--- src/rtl/uart_pkg.sv ---
// Shared constants for the buffered UART transmitter: FSM encoding,
// bus register map, line defaults and a divisor helper.
package uart_pkg;

  localparam int unsigned DEFAULT_BAUD = 115200;
  localparam int unsigned FRAME_BITS   = 10;   // start + 8 data + stop

  localparam logic [7:0] ADDR_TX_DATA = 8'd250;
  localparam logic [7:0] ADDR_TX_ACK  = 8'd251;
  localparam logic [7:0] ADDR_TX_STAT = 8'd252;

  localparam logic [1:0] ST_IDLE  = 2'd0;
  localparam logic [1:0] ST_START = 2'd1;
  localparam logic [1:0] ST_DATA  = 2'd2;
  localparam logic [1:0] ST_STOP  = 2'd3;

  // Clocks per bit; a clock slower than the line rate still gets one clock per bit.
  function automatic logic [31:0] calc_div(input logic [31:0] freq, input logic [31:0] baud);
    logic [31:0] d;
    d = freq / baud;
    return (d == 32'd0) ? 32'd1 : d;
  endfunction

endpackage

--- src/rtl/uart_tx_fifo_sync_fifo.sv ---
// Small synchronous FIFO with first-word-fall-through read data.
// Push while full and pop while empty are ignored.
module sync_fifo #(
  parameter int DEPTH = 8,
  parameter int WIDTH = 8,
  localparam int AW   = $clog2(DEPTH)
) (
  input  logic             clk,
  input  logic             reset,
  input  logic             push_i,
  input  logic             pop_i,
  input  logic [WIDTH-1:0] wdata_i,
  output logic [WIDTH-1:0] rdata_o,
  output logic             full_o,
  output logic             empty_o,
  output logic [AW:0]      level_o
);

  logic [WIDTH-1:0] mem_q [DEPTH];
  logic [AW-1:0]    wr_ptr_q, rd_ptr_q;
  logic [AW:0]      cnt_q;
  logic             do_push, do_pop;

  assign full_o  = (cnt_q == (AW+1)'(DEPTH));
  assign empty_o = (cnt_q == '0);
  assign level_o = cnt_q;
  assign rdata_o = mem_q[rd_ptr_q];
  assign do_push = push_i && !full_o;
  assign do_pop  = pop_i && !empty_o;

  // Storage array; contents are meaningless while empty so no reset.
  always_ff @(posedge clk) begin
    if (do_push) mem_q[wr_ptr_q] <= wdata_i;
  end

  // Pointers wrap naturally (power-of-two depth); count tracks occupancy.
  always_ff @(posedge clk) begin
    if (reset) begin
      wr_ptr_q <= '0;
      rd_ptr_q <= '0;
      cnt_q    <= '0;
    end else begin
      if (do_push) wr_ptr_q <= wr_ptr_q + AW'(1);
      if (do_pop)  rd_ptr_q <= rd_ptr_q + AW'(1);
      case ({do_push, do_pop})
        2'b10:   cnt_q <= cnt_q + (AW+1)'(1);
        2'b01:   cnt_q <= cnt_q - (AW+1)'(1);
        default: cnt_q <= cnt_q;
      endcase
    end
  end

endmodule

--- src/rtl/uart_tx_fifo.sv ---
// Buffered 8N1 UART transmitter: bus writes fill a FIFO, the serializer
// drains it back-to-back, int_req flags "everything sent".
module uart_tx_fifo
  import uart_pkg::*;
#(
  parameter int unsigned BAUD_RATE    = DEFAULT_BAUD,
  parameter int          FIFO_DEPTH   = 8,
  parameter logic [7:0]  TX_DATA_ADDR = ADDR_TX_DATA,
  parameter logic [7:0]  TX_ACK_ADDR  = ADDR_TX_ACK
) (
  input  logic                          clk,
  input  logic                          reset,
  input  logic [31:0]                   clk_freq,
  input  logic [7:0]                    access_addr,
  input  logic                          reg_w_en,
  input  logic [7:0]                    w_data,
  output logic                          tx,
  output logic                          busy_flag,
  output logic                          fifo_full,
  output logic [$clog2(FIFO_DEPTH):0]   fifo_level,
  output logic                          overflow,
  output logic                          int_req
);

  logic [1:0]  state_q, state_d;
  logic [31:0] div_q, div_calc, cnt_q, cnt_d;
  logic [2:0]  bit_q, bit_d;
  logic [7:0]  shift_q, shift_d;
  logic        tx_q, tx_d;
  logic        ovf_q, ovf_d, int_q, int_d;
  logic        push_req, ack_req, pop, frame_done;
  logic        fifo_empty;
  logic [7:0]  fifo_rdata;

  assign push_req = reg_w_en && (access_addr == TX_DATA_ADDR);
  assign ack_req  = reg_w_en && (access_addr == TX_ACK_ADDR);
  assign div_calc = calc_div(clk_freq, 32'(BAUD_RATE));

  sync_fifo #(.DEPTH(FIFO_DEPTH), .WIDTH(8)) u_fifo (
    .clk     (clk),
    .reset   (reset),
    .push_i  (push_req),
    .pop_i   (pop),
    .wdata_i (w_data),
    .rdata_o (fifo_rdata),
    .full_o  (fifo_full),
    .empty_o (fifo_empty),
    .level_o (fifo_level)
  );

  // Serializer next state: each of START/DATA/STOP holds the line for div clocks;
  // STOP chains straight into the next START when more bytes are queued.
  always_comb begin
    state_d    = state_q;
    cnt_d      = cnt_q;
    bit_d      = bit_q;
    shift_d    = shift_q;
    pop        = 1'b0;
    frame_done = 1'b0;
    case (state_q)
      ST_IDLE: begin
        if (!fifo_empty) begin
          pop     = 1'b1;
          shift_d = fifo_rdata;
          cnt_d   = div_calc - 32'd1;   // div_q loads div_calc on this same edge
          state_d = ST_START;
        end
      end
      ST_START: begin
        if (cnt_q == 32'd0) begin
          state_d = ST_DATA;
          bit_d   = 3'd0;
          cnt_d   = div_q - 32'd1;
        end else cnt_d = cnt_q - 32'd1;
      end
      ST_DATA: begin
        if (cnt_q == 32'd0) begin
          cnt_d = div_q - 32'd1;
          if (bit_q == 3'd7) state_d = ST_STOP;
          else               bit_d   = bit_q + 3'd1;
        end else cnt_d = cnt_q - 32'd1;
      end
      default: begin
        if (cnt_q == 32'd0) begin
          if (!fifo_empty) begin
            pop     = 1'b1;
            shift_d = fifo_rdata;
            cnt_d   = div_q - 32'd1;
            state_d = ST_START;
          end else begin
            state_d    = ST_IDLE;
            frame_done = 1'b1;
          end
        end else cnt_d = cnt_q - 32'd1;
      end
    endcase
  end

  // Line level derived from the next state so tx is a clean register output.
  always_comb begin
    case (state_d)
      ST_START: tx_d = 1'b0;
      ST_DATA:  tx_d = shift_d[bit_d];
      default:  tx_d = 1'b1;
    endcase
  end

  // Sticky flags: a set in the same cycle as an ACK takes priority.
  always_comb begin
    int_d = int_q;
    ovf_d = ovf_q;
    if (ack_req) begin
      int_d = 1'b0;
      ovf_d = 1'b0;
    end
    if (frame_done && !push_req) int_d = 1'b1;
    if (push_req && fifo_full)   ovf_d = 1'b1;
  end

  // Serializer and flag registers; the divisor only follows clk_freq while idle.
  always_ff @(posedge clk) begin
    if (reset) begin
      state_q <= ST_IDLE;
      div_q   <= 32'd1;
      cnt_q   <= '0;
      bit_q   <= '0;
      shift_q <= '0;
      tx_q    <= 1'b1;
      int_q   <= 1'b0;
      ovf_q   <= 1'b0;
    end else begin
      state_q <= state_d;
      if (state_q == ST_IDLE) div_q <= div_calc;
      cnt_q   <= cnt_d;
      bit_q   <= bit_d;
      shift_q <= shift_d;
      tx_q    <= tx_d;
      int_q   <= int_d;
      ovf_q   <= ovf_d;
    end
  end

  assign tx        = tx_q;
  assign busy_flag = (state_q != ST_IDLE) || !fifo_empty;
  assign overflow  = ovf_q;
  assign int_req   = int_q;

endmodule
--- config.mk ---
export PLATFORM = sky130hd
export DESIGN_NAME = uart_tx_fifo
export DESIGN_NICKNAME = d
export VERILOG_FILES = /design/src/rtl/uart_pkg.sv /design/src/rtl/uart_tx_fifo_sync_fifo.sv /design/src/rtl/uart_tx_fifo.sv
export SDC_FILE = /design/constraint.sdc
export NUM_CORES = 1
export LEC_CHECK = 0
export BUFFER_PORTS_ARGS = -buffer_cell sky130_fd_sc_hd__buf_2
export CORE_MARGIN = 1
export CORE_UTILIZATION = 45
export CTS_CLUSTER_DIAMETER = 200
export DETAILED_ROUTE_END_ITERATION = 7
export GPL_ROUTABILITY_DRIVEN = 0
export PLACE_DENSITY = 0.63
export SLEW_MARGIN = 10
export SYNTH_ARGS = -nofsm -noshare
export SYNTH_HDL_FRONTEND = slang
export SYNTH_HIERARCHICAL = 1
export SYNTH_SLANG_ARGS = --single-unit
--- constraint.sdc ---
create_clock -name clk -period 40.9 [get_ports clk]
set_input_delay 8.18 -clock clk [delete_from_list [all_inputs] [get_ports clk]]
set_output_delay 8.18 -clock clk [all_outputs]
set_load 0.03 [all_outputs]
======== Word-level counts from Yosys, hierarchy flattened ========
Memory sizes are Yosys's and may differ from the RTL's. A register that Yosys moved wholly into a read port is not among the register bits.
Cells that the tools add are included.
storage, ports and cells
  logic and storage cells ................. 92
  input bits .............................. 51
  memories kept ........................... 1
  bits in registers ....................... 90
  memory bits (writable) .................. 64
operators by class
  divide/modulo/power cells ............... 1
  $lt $le $gt $ge ......................... 1
  eq/ne operators ......................... 12
  multiplexer cells ....................... 37
  add/subtract/negate cells ............... 8
  reduce and logical (&&, ||, !) cells .... 21
memories
  memory        depth  width  rd ports  clocked after memory_dff  wr ports  line                          source
  u_fifo.mem_q  8      8      1         1                         1         uart_tx_fifo_sync_fifo.sv:19  logic [WIDTH-1:0] mem_q [DEPTH];
operators by type and width
  cell                                                                           number
  32-bit 2-to-1 mux                                                              5
  32-bit by 1-bit subtractor with 32-bit output (second input constant)          3
  32-bit logical NOT                                                             2
  32-bit case mux with 2 select lines                                            1
  32-bit by 17-bit divider with 32-bit output (second input constant)            1
  8-bit equality test (second input constant)                                    2
  8-bit 2-to-1 mux                                                               2
  8-bit case mux with 2 select lines                                             1
  3-bit 2-to-1 mux                                                               5
  1-bit 2-to-1 mux                                                               12
  2-bit 2-to-1 mux                                                               5
  3-bit by 1-bit adder with 3-bit output (second input constant)                 3
  4-bit case mux with 2 select lines                                             1
  2-bit nonzero test                                                             4
  2-bit by 1-bit equality test with 1-bit output (second input constant)         3
  2-bit equality test (second input constant)                                    3
  1-bit logical AND                                                              6
  2-bit case mux with 3 select lines                                             1
  3-bit case mux with 2 select lines                                             1
  4-bit by 1-bit adder with 4-bit output (second input constant)                 1
  4-bit equality test (second input constant)                                    1
  4-bit logical NOT                                                              1
  3-bit by 4-bit less-than comparator with 1-bit output (second input constant)  1
  1-bit case mux with 2 select lines                                             2
  11 further kinds                                                               13

======== Depth between registers and ports, before layout ========
  depth in word-level cells ............... 7
  gate-level depth with buffers ........... 57
  mapped depth without buffers ............ 46

======== Hierarchy ========
The synthesis kept the hierarchy.
by module, submodules not included
  module        instances  cells an instance  area an instance (um^2)
  uart_tx_fifo  1          1177               8550.7
  sync_fifo     1          167                3150.5

======== Worst setup path before layout ========
Ideal clock, no wire load.
  kind .................................... input to register
  from .................................... input clk_freq[26]
  to ...................................... register cnt_q[24]
  required time ........................... 40.772 ns
  data arrival time ....................... 19.417 ns
  buffers on the path ..................... 6
  cell stages on the path ................. 51
  setup slack ............................. 21.356 ns
  cells stage by stage .................... buf_2 > nor4_2 > a22oi_2 > and2_1 > buf_2 > or3_4 > a2bb2oi_2 > o21ai_1 > o32a_1 > nor3_1 > and3b_1 > buf_4 > a31o_1 > buf_2 > a211o_1 > a211o_1 > or3_4 > and3_4 > (+15 left out) > buf_4 > mux2i_4 > a31oi_4 > mux2i_1 > or4b_1 > o32a_1 > o21ai_2 > o31a_4 > a21o_1 > ha_1 > nand3_1 > nor3_1 > and4_1 > clkbuf_1 > o21a_1 > o21ai_0 > a22oi_1 > nor2_1
on the way
  word-level cells in the longest chain between the ends .. 6
RTL lines
  what                                               line                 source
  start: declaration                                 uart_tx_fifo.sv:13   input logic [31:0] clk_freq,
  32-bit by 17-bit divider with 32-bit output (*)    uart_pkg.sv:20       d = freq / baud;
  32-bit logical NOT                                 uart_pkg.sv:21       return (d == 32'd0) ? 32'd1 : d;
  32-bit 2-to-1 mux (*)                              uart_pkg.sv:21
  32-bit by 1-bit subtractor with 32-bit output (*)  uart_tx_fifo.sv:65   cnt_d = div_calc - 32'd1;
  32-bit 2-to-1 mux (*)                              uart_tx_fifo.sv:62   if (!fifo_empty) begin
  32-bit case mux with 2 select lines (*)            uart_tx_fifo.sv:60   case (state_q)
  end signal: assignment                             uart_tx_fifo.sv:134  cnt_q <= cnt_d;
  end: declaration                                   uart_tx_fifo.sv:26   logic [31:0] div_q, div_calc, cnt_q, cnt_d;
Every way passes the cells marked *; elsewhere a longest branch is shown, timed or not. The select of a mux whose other input is x is not followed.
A chain may end at the register's enable or synchronous reset.

======== Worst setup path after layout ========
  from .................................... input clk_freq[9]
  to ...................................... register cnt_q[30]
Same word-level chain as after synthesis.

==> impl_results.rst <==
.. list-table::
   :header-rows: 1

   * - Metric
     - Value
   * - Result of the run
     - completed
   * - Sequential cell area
     - between 3000 and 4000 µm²
   * - Netlist area before placement
     - between 10000 and 15000 µm²
   * - Number of DRC markers after the initial detailed-route iteration
     - 991
   * - Slew Viols, Final
     - 0
   * - Layout cell share with drive strength beyond 1
     - 0.170
   * - Most common cell after layout, fill and taps aside
     - nor2_1
   * - Number of resized instances in the post-cts repair step
     - 0
   * - CTS clk-pin slew, worst paths
     - ~60 ps
   * - Time the worst path needs with I/O delays and setup
     - about 22000 ps
   * - Starting Density
     - 0.462
   * - Worst hold margin
     - between 400 and 500 ps
   * - Type of element capturing the critical path
     - flip-flop
   * - Setup violators final
     - 0
   * - Area of the multi-input gates
     - 7820 µm²
   * - Number of instances in the placed design
     - roughly 1700
   * - All-layer global routing usage
     - 0.233
   * - Final-layout setup total negative slack
     - 0 ps
   * - GRT met2 Usage
     - 0.383
   * - Finished Layout Cells
     - about 1700
   * - Reg-to-Reg Start
     - state_q[0]
   * - Global Route met1 Usage
     - 0.315
   * - Worst max-slew margin expressed relative to the limit
     - 0.274
   * - Clk sink count
     - between 100 and 150
   * - Worst setup startpoint
     - clk_freq[9]
   * - First-pass GRT wire length
     - 50600 µm
   * - Wire per inst
     - ~18 µm
   * - Post-synthesis sequential area ratio
     - 0.296
   * - Top cells by area, synth
     - edfxtp_1 16%, dfxtp_1 13%, nor2_1 4.6%, a21oi_1 3.6%, nand2_1 3.5%
   * - Dominant cell type by count on the critical path
     - a21oi_1
   * - Worst Path Arrival
     - between 20000 and 25000 ps
   * - Length in cells of the worst reg-to-reg path
     - 15
   * - Area share of the largest cell type after synthesis
     - 0.164
   * - Post-synthesis adder-cell area fraction
     - 0.0156
   * - Flops & latches, synth
     - 141
   * - Most common flop cell mapped by yosys
     - dfxtp_1
   * - Die Area
     - ~27000 µm²
   * - Final number of hold-violating endpoints
     - 0
   * - Post-route setup slack
     - 18850 ps
   * - Clock buffers created by TritonCTS
     - 17
   * - Delay of the slowest critical-path stage
     - about 920 ps
   * - Core area
     - ~25000 µm²
   * - Yosys top cell by area
     - edfxtp_1
   * - Via count of the first global-routing pass
     - slightly below 10000
   * - Slew at the pin closest to its max-slew limit
     - 1080 ps
   * - Simple-gate share of the synthesized area
     - 0.229
   * - Wire length after detailed routing
     - between 30000 and 40000 µm
   * - Vertical die dimension
     - roughly 160 µm
   * - Layout overhead on the synthesized area
     - 9.19%
   * - Dominant combinational cell family by area after synthesis
     - compound AO/OA/AOI/OAI gates
   * - Overall via count from detail_route
     - around 11000
   * - Avg Inst Size Synth
     - 8.71 µm²
   * - EDFF count, synth
     - 64
   * - Final period util
     - 0.539
   * - Endpoint of the most critical setup path
     - cnt_q[30]
   * - Count of TritonRoute iterations in the first routing pass
     - 5
   * - Fraction of registers with async set/reset
     - 0
   * - Nets
     - between 1000 and 1500
   * - Upper clock frequency limit
     - roughly 45 MHz
   * - Worst EP required
     - between 40000 and 50000 ps
   * - Clock latency on the worst-skew pair
     - about 420 ps
   * - Largest net degree at the start of global routing
     - 77
   * - Worst reg-to-reg setup slack
     - about 36000 ps
   * - Min-Delay Path Class
     - flip-flop to flip-flop
   * - Yosys warning total
     - 6
   * - Post-CTS setup repair buffer count
     - 0
   * - Synth Net Count
     - approximately 1400
   * - Synth Area in XOR/XNOR
     - 0.0294
   * - Crit path kind
     - input port to flip-flop
   * - Post-Place Worst Slack
     - between 15000 and 20000 ps
   * - Layer with the highest usage
     - met2
   * - Post-detailed-route via-to-cell ratio
     - between 6 and 7
   * - R2r endpoint
     - cnt_q[27]
   * - Critical path fanouts, max
     - 12
   * - Ant. Diodes
     - 0
   * - FILL cells
     - about 2400
   * - Number of antenna violations at the first check in global routing
     - 0
   * - Std-Cell Rows
     - 58
   * - Cell with the largest stage delay on the worst path
     - nor4_1
   * - Multiplexer fraction of the synthesized cell area
     - 0.0768
   * - Largest clock skew in the final design
     - 11.1 ps
   * - CTS Root Buffer Type
     - clkbuf_16
   * - Deepest clock path buffer count
     - 2
   * - GR Overflow Total
     - 0
   * - Final ANT Viol Nets
     - 0
   * - Fraction of the mapped netlist area in compound gates
     - 0.314
   * - Number of different library cells in the post-synthesis netlist
     - about 130
   * - GR Util met3
     - 0.0338
   * - Leading cell types in the layout, fill and taps excluded
     - 143 x nor2_1, 108 x nand2_1, 85 x a21oi_1, 77 x dfxtp_1, 64 x edfxtp_1
   * - Startpoint kind of the worst setup timing path
     - input port
   * - # H-tree levels
     - 4
   * - TritonCTS clock tree
     - done
   * - Detailed-route DRC error count
     - 0
   * - CTS Hold Buffers Added
     - 0
   * - Post-Syn Instances
     - roughly 1300
   * - # Max-Cap Violations
     - 0
   * - Number of ports placed on the die boundary
     - 60
   * - Count of port buffers added during placement
     - between 50 and 60
   * - Sum of net half-perimeters after detailed placement
     - roughly 23000 µm
   * - Die extent in x
     - about 160 µm
   * - RSZ-0062 raised after global routing
     - no
-- metrics by stage --
step / area, µm² / utilization
after floorplan: 11700 / -
after global placement: 12200 / 0.480
after detailed placement: 12200 / 0.480
after CTS: 12800 / 0.504
after global routing: 12800 / 0.504
final: 12800 / 0.504
-- logic make-up (layout without fill, tap and decap cells) --
| group | Yosys count | count (layout) |
|---|---|---|
| mux | 61 | 61 |
| xor+xnor | 35 | 35 |
| simple gates | 510 | 510 |
| fa+ha+maj | 15 | 15 |
| flops | 141 | 141 |
| compound gates | 478 | 478 |
| buf+inv | 104 | 127 |
-- layer usage --
metal / share of wire / routed length [µm] / up-vias
li1: - / - / 5340
met1: 0.45 / 14000 / 5195
met2: 0.47 / 14500 / 375
met3: 0.056 / 1720 / 49
met4: 0.017 / 533 / 0
met5: 0 / 0 / -
-- registers in the layout, indices dropped and copies added, names as in the netlist, named ones only --
name and count:
cnt_q 32, tx 1, u_fifo/mem_q 64, u_fifo/wr_ptr_q 3, bit_q 3, int_req 1
shift_q 8, u_fifo/rd_ptr_q 3, state_q 2, div_q 16, overflow 1, u_fifo/level_o 4
-- cell usage after synthesis (all sizes together), types with 24 or more instances --
cell	n
dfxtp	77
a21oi	90
nand2	111
or3	25
buf	31
nor4	24
nor2	147
o211ai	27
nor3	50
clkbuf	46
a211oi	54
nand3	40
inv	26
o21ai	76
edfxtp	64
a31oi	26
-- worst max-delay path, delay by kind of cell --
family,cells,cell delay (ps)
and+or+nand+nor,21,7220
adders and majority gates,1,200
AOI/OAI and AO/OA,21,5570
xor gates and xnor gates,1,410
muxes,1,580
buffers and inverters,1,120
-- final cells by class --
cell class                      count  share of cell area
Clock buffer                       17              0.0333
Clock inverter                     15              0.0153
Inverter                           27             0.00793
Multi-Input combinational cell   1099               0.612
Sequential cell                   141               0.271
Tap cell                          330              0.0323
Timing Repair Buffer               68              0.0284
-- worst min path at each step --
stage	startpoint	end	slack [ps]	depth (start not counted)
final	cnt_q[20]	cnt_q[20]	460	2
after global routing	cnt_q[20]	cnt_q[20]	490	2
after CTS	cnt_q[20]	cnt_q[20]	470	2
after detailed placement	div_q[10]	div_q[10]	460	2
after global placement	cnt_q[20]	cnt_q[20]	450	2
after floorplan	cnt_q[20]	cnt_q[20]	440	2
Power is not shown: default switching activity piles up to over one toggle a cycle in this logic, so the estimate is an artifact.
